### src/rtl/psg_multi.sv
// rtl/psg_multi.sv - time-multiplexed multi-voice sound generator with saturated stereo mix
//
// Optional feature macro: PSG_VOL_SLEW_EN
//   When defined, each voice keeps an effective volume that steps by one toward
//   the programmed volume once per sample. When undefined, the programmed volume
//   is used directly.
//
// Ports:
//   clk           system clock
//   rst           asynchronous active-high reset
//   attr_addr     attribute byte address {channel, byte}
//   attr_wrdata   attribute write data
//   attr_write    attribute write strobe, one byte per cycle, accepted in any state
//   next_sample   one-cycle strobe that starts a new sample computation
//   left_audio    saturated signed left sample, held between updates
//   right_audio   saturated signed right sample, held between updates
//   sample_valid  one-cycle pulse when new samples are presented
//   overrun       pulses in the same cycle as a next_sample that arrives while busy

module psg_multi #(
  parameter int NUM_CH = 16,
  parameter int OUT_W  = 16,
  parameter int CH_W   = $clog2(NUM_CH)
) (
  input  logic             clk,
  input  logic             rst,
  input  logic [CH_W+1:0]  attr_addr,
  input  logic [7:0]       attr_wrdata,
  input  logic             attr_write,
  input  logic             next_sample,
  output logic [OUT_W-1:0] left_audio,
  output logic [OUT_W-1:0] right_audio,
  output logic             sample_valid,
  output logic             overrun
);

  // Accumulator wide enough for NUM_CH products of 12 bits plus headroom.
  localparam int ACC_W = OUT_W + CH_W + 1;

  localparam logic [5:0] GAIN [64] = '{
    6'd0,  6'd1,  6'd1,  6'd1,  6'd2,  6'd2,  6'd2,  6'd2,
    6'd2,  6'd2,  6'd2,  6'd3,  6'd3,  6'd3,  6'd3,  6'd3,
    6'd4,  6'd4,  6'd4,  6'd4,  6'd5,  6'd5,  6'd5,  6'd6,
    6'd6,  6'd7,  6'd7,  6'd7,  6'd8,  6'd8,  6'd9,  6'd9,
    6'd10, 6'd11, 6'd11, 6'd12, 6'd13, 6'd14, 6'd14, 6'd15,
    6'd16, 6'd17, 6'd18, 6'd19, 6'd21, 6'd22, 6'd23, 6'd25,
    6'd26, 6'd28, 6'd29, 6'd31, 6'd33, 6'd35, 6'd37, 6'd39,
    6'd42, 6'd44, 6'd47, 6'd50, 6'd52, 6'd56, 6'd59, 6'd63
  };

  typedef enum logic [1:0] {IDLE, FETCH, CALC, DONE} state_t;

  state_t          state, state_nx;
  logic [CH_W-1:0] ch, ch_nx;
  logic [2:0]      bsel, bsel_nx;
  logic            clr_acc, shift_en, do_calc, load_out;

  // Attribute RAM (write port from the CPU side, registered read port for the FSM)
  logic [7:0]      attr_mem [NUM_CH*4];
  logic [CH_W+1:0] rd_addr;
  logic [7:0]      rd_data;
  logic [31:0]     attr_word;

  // Working RAM, never reset
  logic [16:0]     phase_mem [NUM_CH];
  logic [5:0]      noise_mem [NUM_CH];

  logic [15:0]     lfsr;
  logic [5:0]      noise_sr;

  logic signed [ACC_W-1:0] acc_l, acc_r, prod_ext;

  logic [15:0]     freq;
  logic [5:0]      vol, pw, wave_val, sig, vol_idx, noise_cur, noise_new;
  logic [1:0]      wave;
  logic            left_en, right_en;
  logic [16:0]     phase_cur, phase_new;
  logic signed [11:0] prod;

  assign freq     = attr_word[15:0];
  assign vol      = attr_word[21:16];
  assign left_en  = attr_word[22];
  assign right_en = attr_word[23];
  assign pw       = attr_word[29:24];
  assign wave     = attr_word[31:30];

  // ---------------- FSM ----------------
  always_ff @(posedge clk or posedge rst) begin
    if (rst) begin
      state <= IDLE;
      ch    <= '0;
      bsel  <= '0;
    end else begin
      state <= state_nx;
      ch    <= ch_nx;
      bsel  <= bsel_nx;
    end
  end

  always_comb begin
    state_nx = state;
    ch_nx    = ch;
    bsel_nx  = bsel;
    clr_acc  = 1'b0;
    shift_en = 1'b0;
    do_calc  = 1'b0;
    load_out = 1'b0;
    overrun  = next_sample && (state != IDLE);
    case (state)
      IDLE: begin
        if (next_sample) begin
          state_nx = FETCH;
          ch_nx    = '0;
          bsel_nx  = '0;
          clr_acc  = 1'b1;
        end
      end
      FETCH: begin
        // Read data lags the issued address by one cycle, so bytes 0..3
        // are captured on the cycles where bsel is 1..4.
        shift_en = (bsel != 3'd0);
        if (bsel == 3'd4) begin
          state_nx = CALC;
        end else begin
          bsel_nx = bsel + 3'd1;
        end
      end
      CALC: begin
        do_calc = 1'b1;
        bsel_nx = '0;
        if (ch == CH_W'(NUM_CH - 1)) begin
          state_nx = DONE;
        end else begin
          ch_nx    = ch + CH_W'(1);
          state_nx = FETCH;
        end
      end
      DONE: begin
        load_out = 1'b1;
        state_nx = IDLE;
      end
      default: state_nx = IDLE;
    endcase
  end

  // ---------------- Attribute RAM ----------------
  assign rd_addr = {ch, bsel[1:0]};

  always_ff @(posedge clk) begin
    if (attr_write) begin
      attr_mem[attr_addr] <= attr_wrdata;
    end
    rd_data <= attr_mem[rd_addr];
  end

  // ---------------- Voice computation ----------------
  assign phase_cur = phase_mem[ch];
  assign phase_new = phase_cur + {1'b0, freq};
  assign noise_cur = noise_mem[ch];
  // Latch fresh noise only when the phase MSB falls across this update.
  assign noise_new = (phase_cur[16] && !phase_new[16]) ? noise_sr : noise_cur;

  always_comb begin
    wave_val = 6'd0;
    case (wave)
      2'b00:   wave_val = (phase_cur[16:10] > {1'b0, pw}) ? 6'd0 : 6'd63;
      2'b01:   wave_val = phase_cur[16:11];
      2'b10:   wave_val = phase_cur[16] ? ~phase_cur[15:10] : phase_cur[15:10];
      default: wave_val = noise_cur;
    endcase
  end

`ifdef PSG_VOL_SLEW_EN
  logic [5:0] eff_mem [NUM_CH];
  logic [5:0] eff_cur, eff_nx;

  assign eff_cur = eff_mem[ch];
  // Mixing uses the pre-step value; the stored value moves one step per sample.
  assign vol_idx = eff_cur;

  always_comb begin
    eff_nx = eff_cur;
    if (eff_cur < vol) begin
      eff_nx = eff_cur + 6'd1;
    end else if (eff_cur > vol) begin
      eff_nx = eff_cur - 6'd1;
    end
  end

  always_ff @(posedge clk) begin
    if (do_calc) begin
      eff_mem[ch] <= eff_nx;
    end
  end
`else
  assign vol_idx = vol;
`endif

  // Flipping the MSB turns the 0..63 waveform into a signed -32..31 value.
  assign sig      = wave_val ^ 6'h20;
  assign prod     = $signed({{6{sig[5]}}, sig}) * $signed({6'd0, GAIN[vol_idx]});
  assign prod_ext = {{(ACC_W-12){prod[11]}}, prod};

  always_ff @(posedge clk) begin
    if (do_calc) begin
      phase_mem[ch] <= phase_new;
      noise_mem[ch] <= noise_new;
    end
  end

  function automatic logic [OUT_W-1:0] sat(input logic [ACC_W-1:0] a);
    // In range when every bit above the output sign bit matches the sign.
    if (a[ACC_W-1:OUT_W-1] == {(ACC_W-OUT_W+1){a[ACC_W-1]}}) begin
      return a[OUT_W-1:0];
    end
    return a[ACC_W-1] ? {1'b1, {(OUT_W-1){1'b0}}} : {1'b0, {(OUT_W-1){1'b1}}};
  endfunction

  // ---------------- Datapath registers ----------------
  always_ff @(posedge clk or posedge rst) begin
    if (rst) begin
      attr_word    <= '0;
      acc_l        <= '0;
      acc_r        <= '0;
      left_audio   <= '0;
      right_audio  <= '0;
      sample_valid <= 1'b0;
      lfsr         <= 16'd1;
      noise_sr     <= '0;
    end else begin
      lfsr     <= {lfsr[14:0], lfsr[1] ^ lfsr[2] ^ lfsr[4] ^ lfsr[15]};
      noise_sr <= {noise_sr[4:0], lfsr[0]};

      if (shift_en) begin
        attr_word <= {rd_data, attr_word[31:8]};
      end

      if (clr_acc) begin
        acc_l <= '0;
        acc_r <= '0;
      end else if (do_calc) begin
        if (left_en) begin
          acc_l <= acc_l + prod_ext;
        end
        if (right_en) begin
          acc_r <= acc_r + prod_ext;
        end
      end

      sample_valid <= load_out;
      if (load_out) begin
        left_audio  <= sat(acc_l);
        right_audio <= sat(acc_r);
      end
    end
  end

endmodule

### config.mk
export PLATFORM = sky130hd
export DESIGN_NAME = psg_multi
export DESIGN_NICKNAME = d
export VERILOG_FILES = /design/src/rtl/psg_multi.sv
export SDC_FILE = /design/constraint.sdc
export NUM_CORES = 1
export LEC_CHECK = 0
export BUFFER_PORTS_ARGS = -buffer_cell sky130_fd_sc_hd__buf_2
export CAP_MARGIN = 10
export CORE_MARGIN = 3
export CORE_UTILIZATION = 32
export CTS_BUF_LIST = sky130_fd_sc_hd__clkbuf_16
export CTS_CLUSTER_SIZE = 8
export DETAILED_ROUTE_END_ITERATION = 12
export MAX_ROUTING_LAYER = met4
export SETUP_SLACK_MARGIN = 0.02
export SKIP_LAST_GASP = 1
export SYNTH_ARGS = -nofsm -noshare
export SYNTH_HDL_FRONTEND = slang
export SYNTH_SLANG_ARGS = --single-unit
### constraint.sdc
create_clock -name clk -period 9.7 [get_ports clk]
set_input_delay 0.97 -clock clk [delete_from_list [all_inputs] [get_ports clk]]
set_output_delay 0.97 -clock clk [all_outputs]
set_load 0.05 [all_outputs]
==> flow_metrics.py <==
metrics = {
    "status": {
        "run_status": "completed",
    },
    "worst_setup_path": {
        "worst-endpoint-required_ns": 10.36,
        "cp_common_cell": "sky130_fd_sc_hd__fa_1",
        "crit-reg2reg-launch": "ch[0]",
        "timing.rr.end": "acc_r[20]",
        "critPathTopFamily": "adder cells",
        "cp.arrival_ns": 9.89,
        "worstPathBufferInverterCount": 6,
        "r2r_slack_ns": 0.47,
        "cp-end-kind": "register",
        "cp-start-kind": "register",
        "critical_path_maximum_fanout": 11,
        "timing_worst_setup_path_type": "reg2reg",
        "crit_slowest_cell": "sky130_fd_sc_hd__mux4_2",
        "worst-r2r-cell-count": 36,
        "slowest_delay_ns": 0.56,
    },
    "clock_network": {
        "clock_sinks": 1020,
        "worst_skew_pair.late_latency_ns": 0.75,
        "htree_levels": 4,
        "cts_hold_repair.buffers": 0,
        "number_of_buffers_inserted_during_clock_tree_synthesis": 145,
        "clock_tree.buffer_depth": 3,
        "cts_tree": "built",
        "path_clk_slew_ns": 0.05,
        "clk_root_buffer_cell": "sky130_fd_sc_hd__clkbuf_16",
    },
    "placement": {
        "io_buffer_count": 51,
        "placed_area_sq_um": 45700,
        "place_congestion": 0.788,
        "detailed_place_hpwl_um": 57300,
        "dp_slack_ns": 0.146,
    },
    "synthesis": {
        "synth-adder-area-share_pct": 3.97,
        "synth.top_cells.by_area": "sky130_fd_sc_hd__edfxtp_1 61%, sky130_fd_sc_hd__mux4_2 15%, sky130_fd_sc_hd__dfrtp_1 7.6%, sky130_fd_sc_hd__ha_1 3.0%, sky130_fd_sc_hd__nand2_1 1.3%",
        "synth-compound-area-share_pct": 3.96,
        "synthDominantAreaCellType": "sky130_fd_sc_hd__edfxtp_1",
        "synth_top_flop_cell": "sky130_fd_sc_hd__edfxtp_1",
        "ys_warn_count": 0,
        "syn_area_per_cell_sq_um": 18.0,
        "async_reset_ff_share_pct": 12.9,
        "yosys.area_share.xor_xnor_pct": 1.36,
        "synth.net_count": 2541,
        "post_synthesis_mux_area_share_pct": 15.7,
        "combinational_family_with_the_most_area_after_synthesis": "multiplexers",
        "yosysTopAreaCellShare_pct": 61.2,
        "post_synth_and_or_nand_nor_area_fraction_pct": 4.20,
        "ys_seq_area_share_pct": 69.2,
        "synth.lib_cells_used.distinct": 69,
        "syn_area_sq_um": 43200,
        "synth_seq_cells": 1020,
        "syn-instance-count": 2398,
        "synth-edff-count": 880,
    },
    "detailed_routing": {
        "route.detailed.drc": 0,
        "routed_wirelength_um": 95600,
        "drt_pass1_iterations": 5,
        "wl_per_cell_um": 21.8,
        "vias_per_cell": 5.03,
        "ant_nets": 0,
        "first_iter_violations": 1928,
        "detailroute.via_count": 22000,
    },
    "die": {
        "design.die.area_sq_um": 139000,
        "initial_core_util_pct": 32.3,
        "core_area_sq_um": 134000,
        "row_count": 134,
        "dieWidth_um": 373,
        "die_h_um": 373,
        "pin_count": 52,
    },
    "power_and_ir_drop": {
        "p_per_area_nw_per_um2": 368,
        "irDropWorstVdd_mv": 0.383,
        "power.static_leakage_nw": 17.1,
    },
    "global_route": {
        "grt_antenna_before_repair": 0,
        "largest_net_degree_at_the_start_of_global_routing": 106,
        "globalRouteOverflowTotal": 0,
        "grt_pass1_wl_um": 147000,
        "grt_pass1_vias": 22700,
        "globalRouteTotalUtil_pct": 14.2,
    },
    "layout": {
        "post_layout_net_count": 2690,
        "diodes": 0,
        "multi_input_area_sq_um": 12700,
        "register_area_sq_um": 29900,
        "drive_gt1_share_pct": 24.2,
        "final.fill_count": 12300,
        "layout_common_cells": "880 x sky130_fd_sc_hd__edfxtp_1, 281 x sky130_fd_sc_hd__mux4_2, 151 x sky130_fd_sc_hd__nand2_1, 145 x sky130_fd_sc_hd__clkbuf_16",
        "final_common_cell": "sky130_fd_sc_hd__edfxtp_1",
        "finalInstanceArea_sq_um": 49900,
        "area_growth_pct": 15.7,
    },
    "timing": {
        "timing.fmax_mhz": 108,
        "worst_slew_pin_slew_ns": 1.18,
        "final_min_period_over_clock_period_pct": 95.2,
        "time_the_final_worst_path_needs_with_i_o_delays_and_setup_ns": 9.23,
        "layout_setup_ws_ns": 0.469,
        "setup_total_negative_slack_ns": 0,
        "maxSlewHeadroom_pct": 20.5,
        "setup_viol_count_final": 0,
        "final-hold-violation-count": 0,
        "final_max_slew_viol_count": 0,
        "skew_ns": 0.0399,
        "whs_ns": 0.345,
    },
    "worst_hold_path": {
        "endpoint_worst_hold": "lfsr[12]",
        "worst_hold_stages": 0,
        "min_from": "lfsr[11]",
        "worstHoldPathType": "reg2reg",
    },
    "flow_run": {
        "drv_cap": 0,
    },
}
[cells in the mapped netlist, types with 22 or more instances]
cell type	number
sky130_fd_sc_hd__xor2_1	29
sky130_fd_sc_hd__edfxtp_1	880
sky130_fd_sc_hd__clkbuf_1	67
sky130_fd_sc_hd__mux2_2	32
sky130_fd_sc_hd__inv_1	54
sky130_fd_sc_hd__mux4_2	281
sky130_fd_sc_hd__nor2_1	138
sky130_fd_sc_hd__o21ai_0	108
sky130_fd_sc_hd__ha_1	105
sky130_fd_sc_hd__nand2b_1	22
sky130_fd_sc_hd__a21oi_1	84
sky130_fd_sc_hd__dfrtp_1	131
sky130_fd_sc_hd__xnor2_1	35
sky130_fd_sc_hd__nand2_1	152
sky130_fd_sc_hd__nor3_1	23
[stage by stage]
step | power [mW] | instances | util, %
after CTS | 18.5 | 4363 | 37.2
after global placement | 13.8 | 4156 | 34.2
after floorplan | 11.8 | 2398 | -
after global routing | 19.7 | 4375 | 37.3
final | 18.4 | 4375 | 37.3
after detailed placement | 13.9 | 4156 | 34.2
[worst register-to-register path: cells and delay by family (launching register included)]
kind / cells / cell delay [ns]
adders and majority gates: 7 / 2.95
DFF: 1 / 0.44
buffers and inverters: 6 / 0.78
muxes: 2 / 1.06
xor gates and xnor gates: 3 / 0.58
AOI/OAI and AO/OA: 14 / 2.52
and+or+nand+nor: 4 / 0.81
[logic make-up (layout without fill, tap and decap cells)]
| kind of cell | after synthesis | in the layout |
|---|---|---|
| fa+ha+maj | 125 | 125 |
| simple gates | 410 | 410 |
| flops | 1020 | 1020 |
| xor+xnor | 65 | 65 |
| buf+inv | 168 | 377 |
| mux | 320 | 320 |
| compound gates | 290 | 290 |
[how the worst max path moves through the flow]
stage / from / end / slack [ns] / depth (start not counted)
2_1_floorplan: ch[0] / acc_l[20] / 0.59 / 35
3_3_place_gp: ch[0] / acc_r[20] / 0.18 / 35
3_5_place_dp: ch[0] / acc_r[20] / 0.15 / 35
4_1_cts: ch[0] / acc_l[20] / 0.08 / 34
5_1_grt: ch[0] / acc_r[20] / -0.04 / 37
6_report: ch[0] / acc_r[20] / 0.47 / 36
[report_power, final]
part	internal, mW	total [mW]	switching [mW]
Sequential	5.67	5.96	0.293
Combinational	3.26	7.91	4.65
Clock	2.68	4.52	1.84
[final cells by class]
| cell class | count | share of cell area, % |
|---|---|---|
| inverter | 60 | 0.479 |
| clock buffer | 145 | 7.27 |
| sequential | 1020 | 59.9 |
| multi-input combinational | 1210 | 25.5 |
| clock inverter | 62 | 0.962 |
| tap | 1768 | 4.43 |
| timing repair buffer | 110 | 1.49 |
[layer usage]
metal | part of all wire (%) | vias to the layer above | track usage [%] | wire, um
li1 | - | 9803 | - | -
met1 | 45 | 11500 | 19.1 | 42900
met2 | 47 | 580 | 21.6 | 45200
met3 | 5.5 | 162 | 3.02 | 5300
met4 | 2.3 | 0 | 4.70 | 2200
met5 | 0 | - | - | 0
[flip-flops by register name, summed over array words and instances (netlist names), 11 cells and up]
register,count
lfsr,11
right_audio,16
acc_l,21
phase_mem,272
left_audio,16
noise_mem,96
acc_r,21
attr_mem,512
attr_word,32
[what timing repair did]
action	4_1_cts	5_1_grt
gates resized for setup	0	4
buffers inserted	0	9
setup endpoints to repair	0	11
endpoints found under the hold margin	0	0
Note: power is estimated with default switching activity, not from simulation.
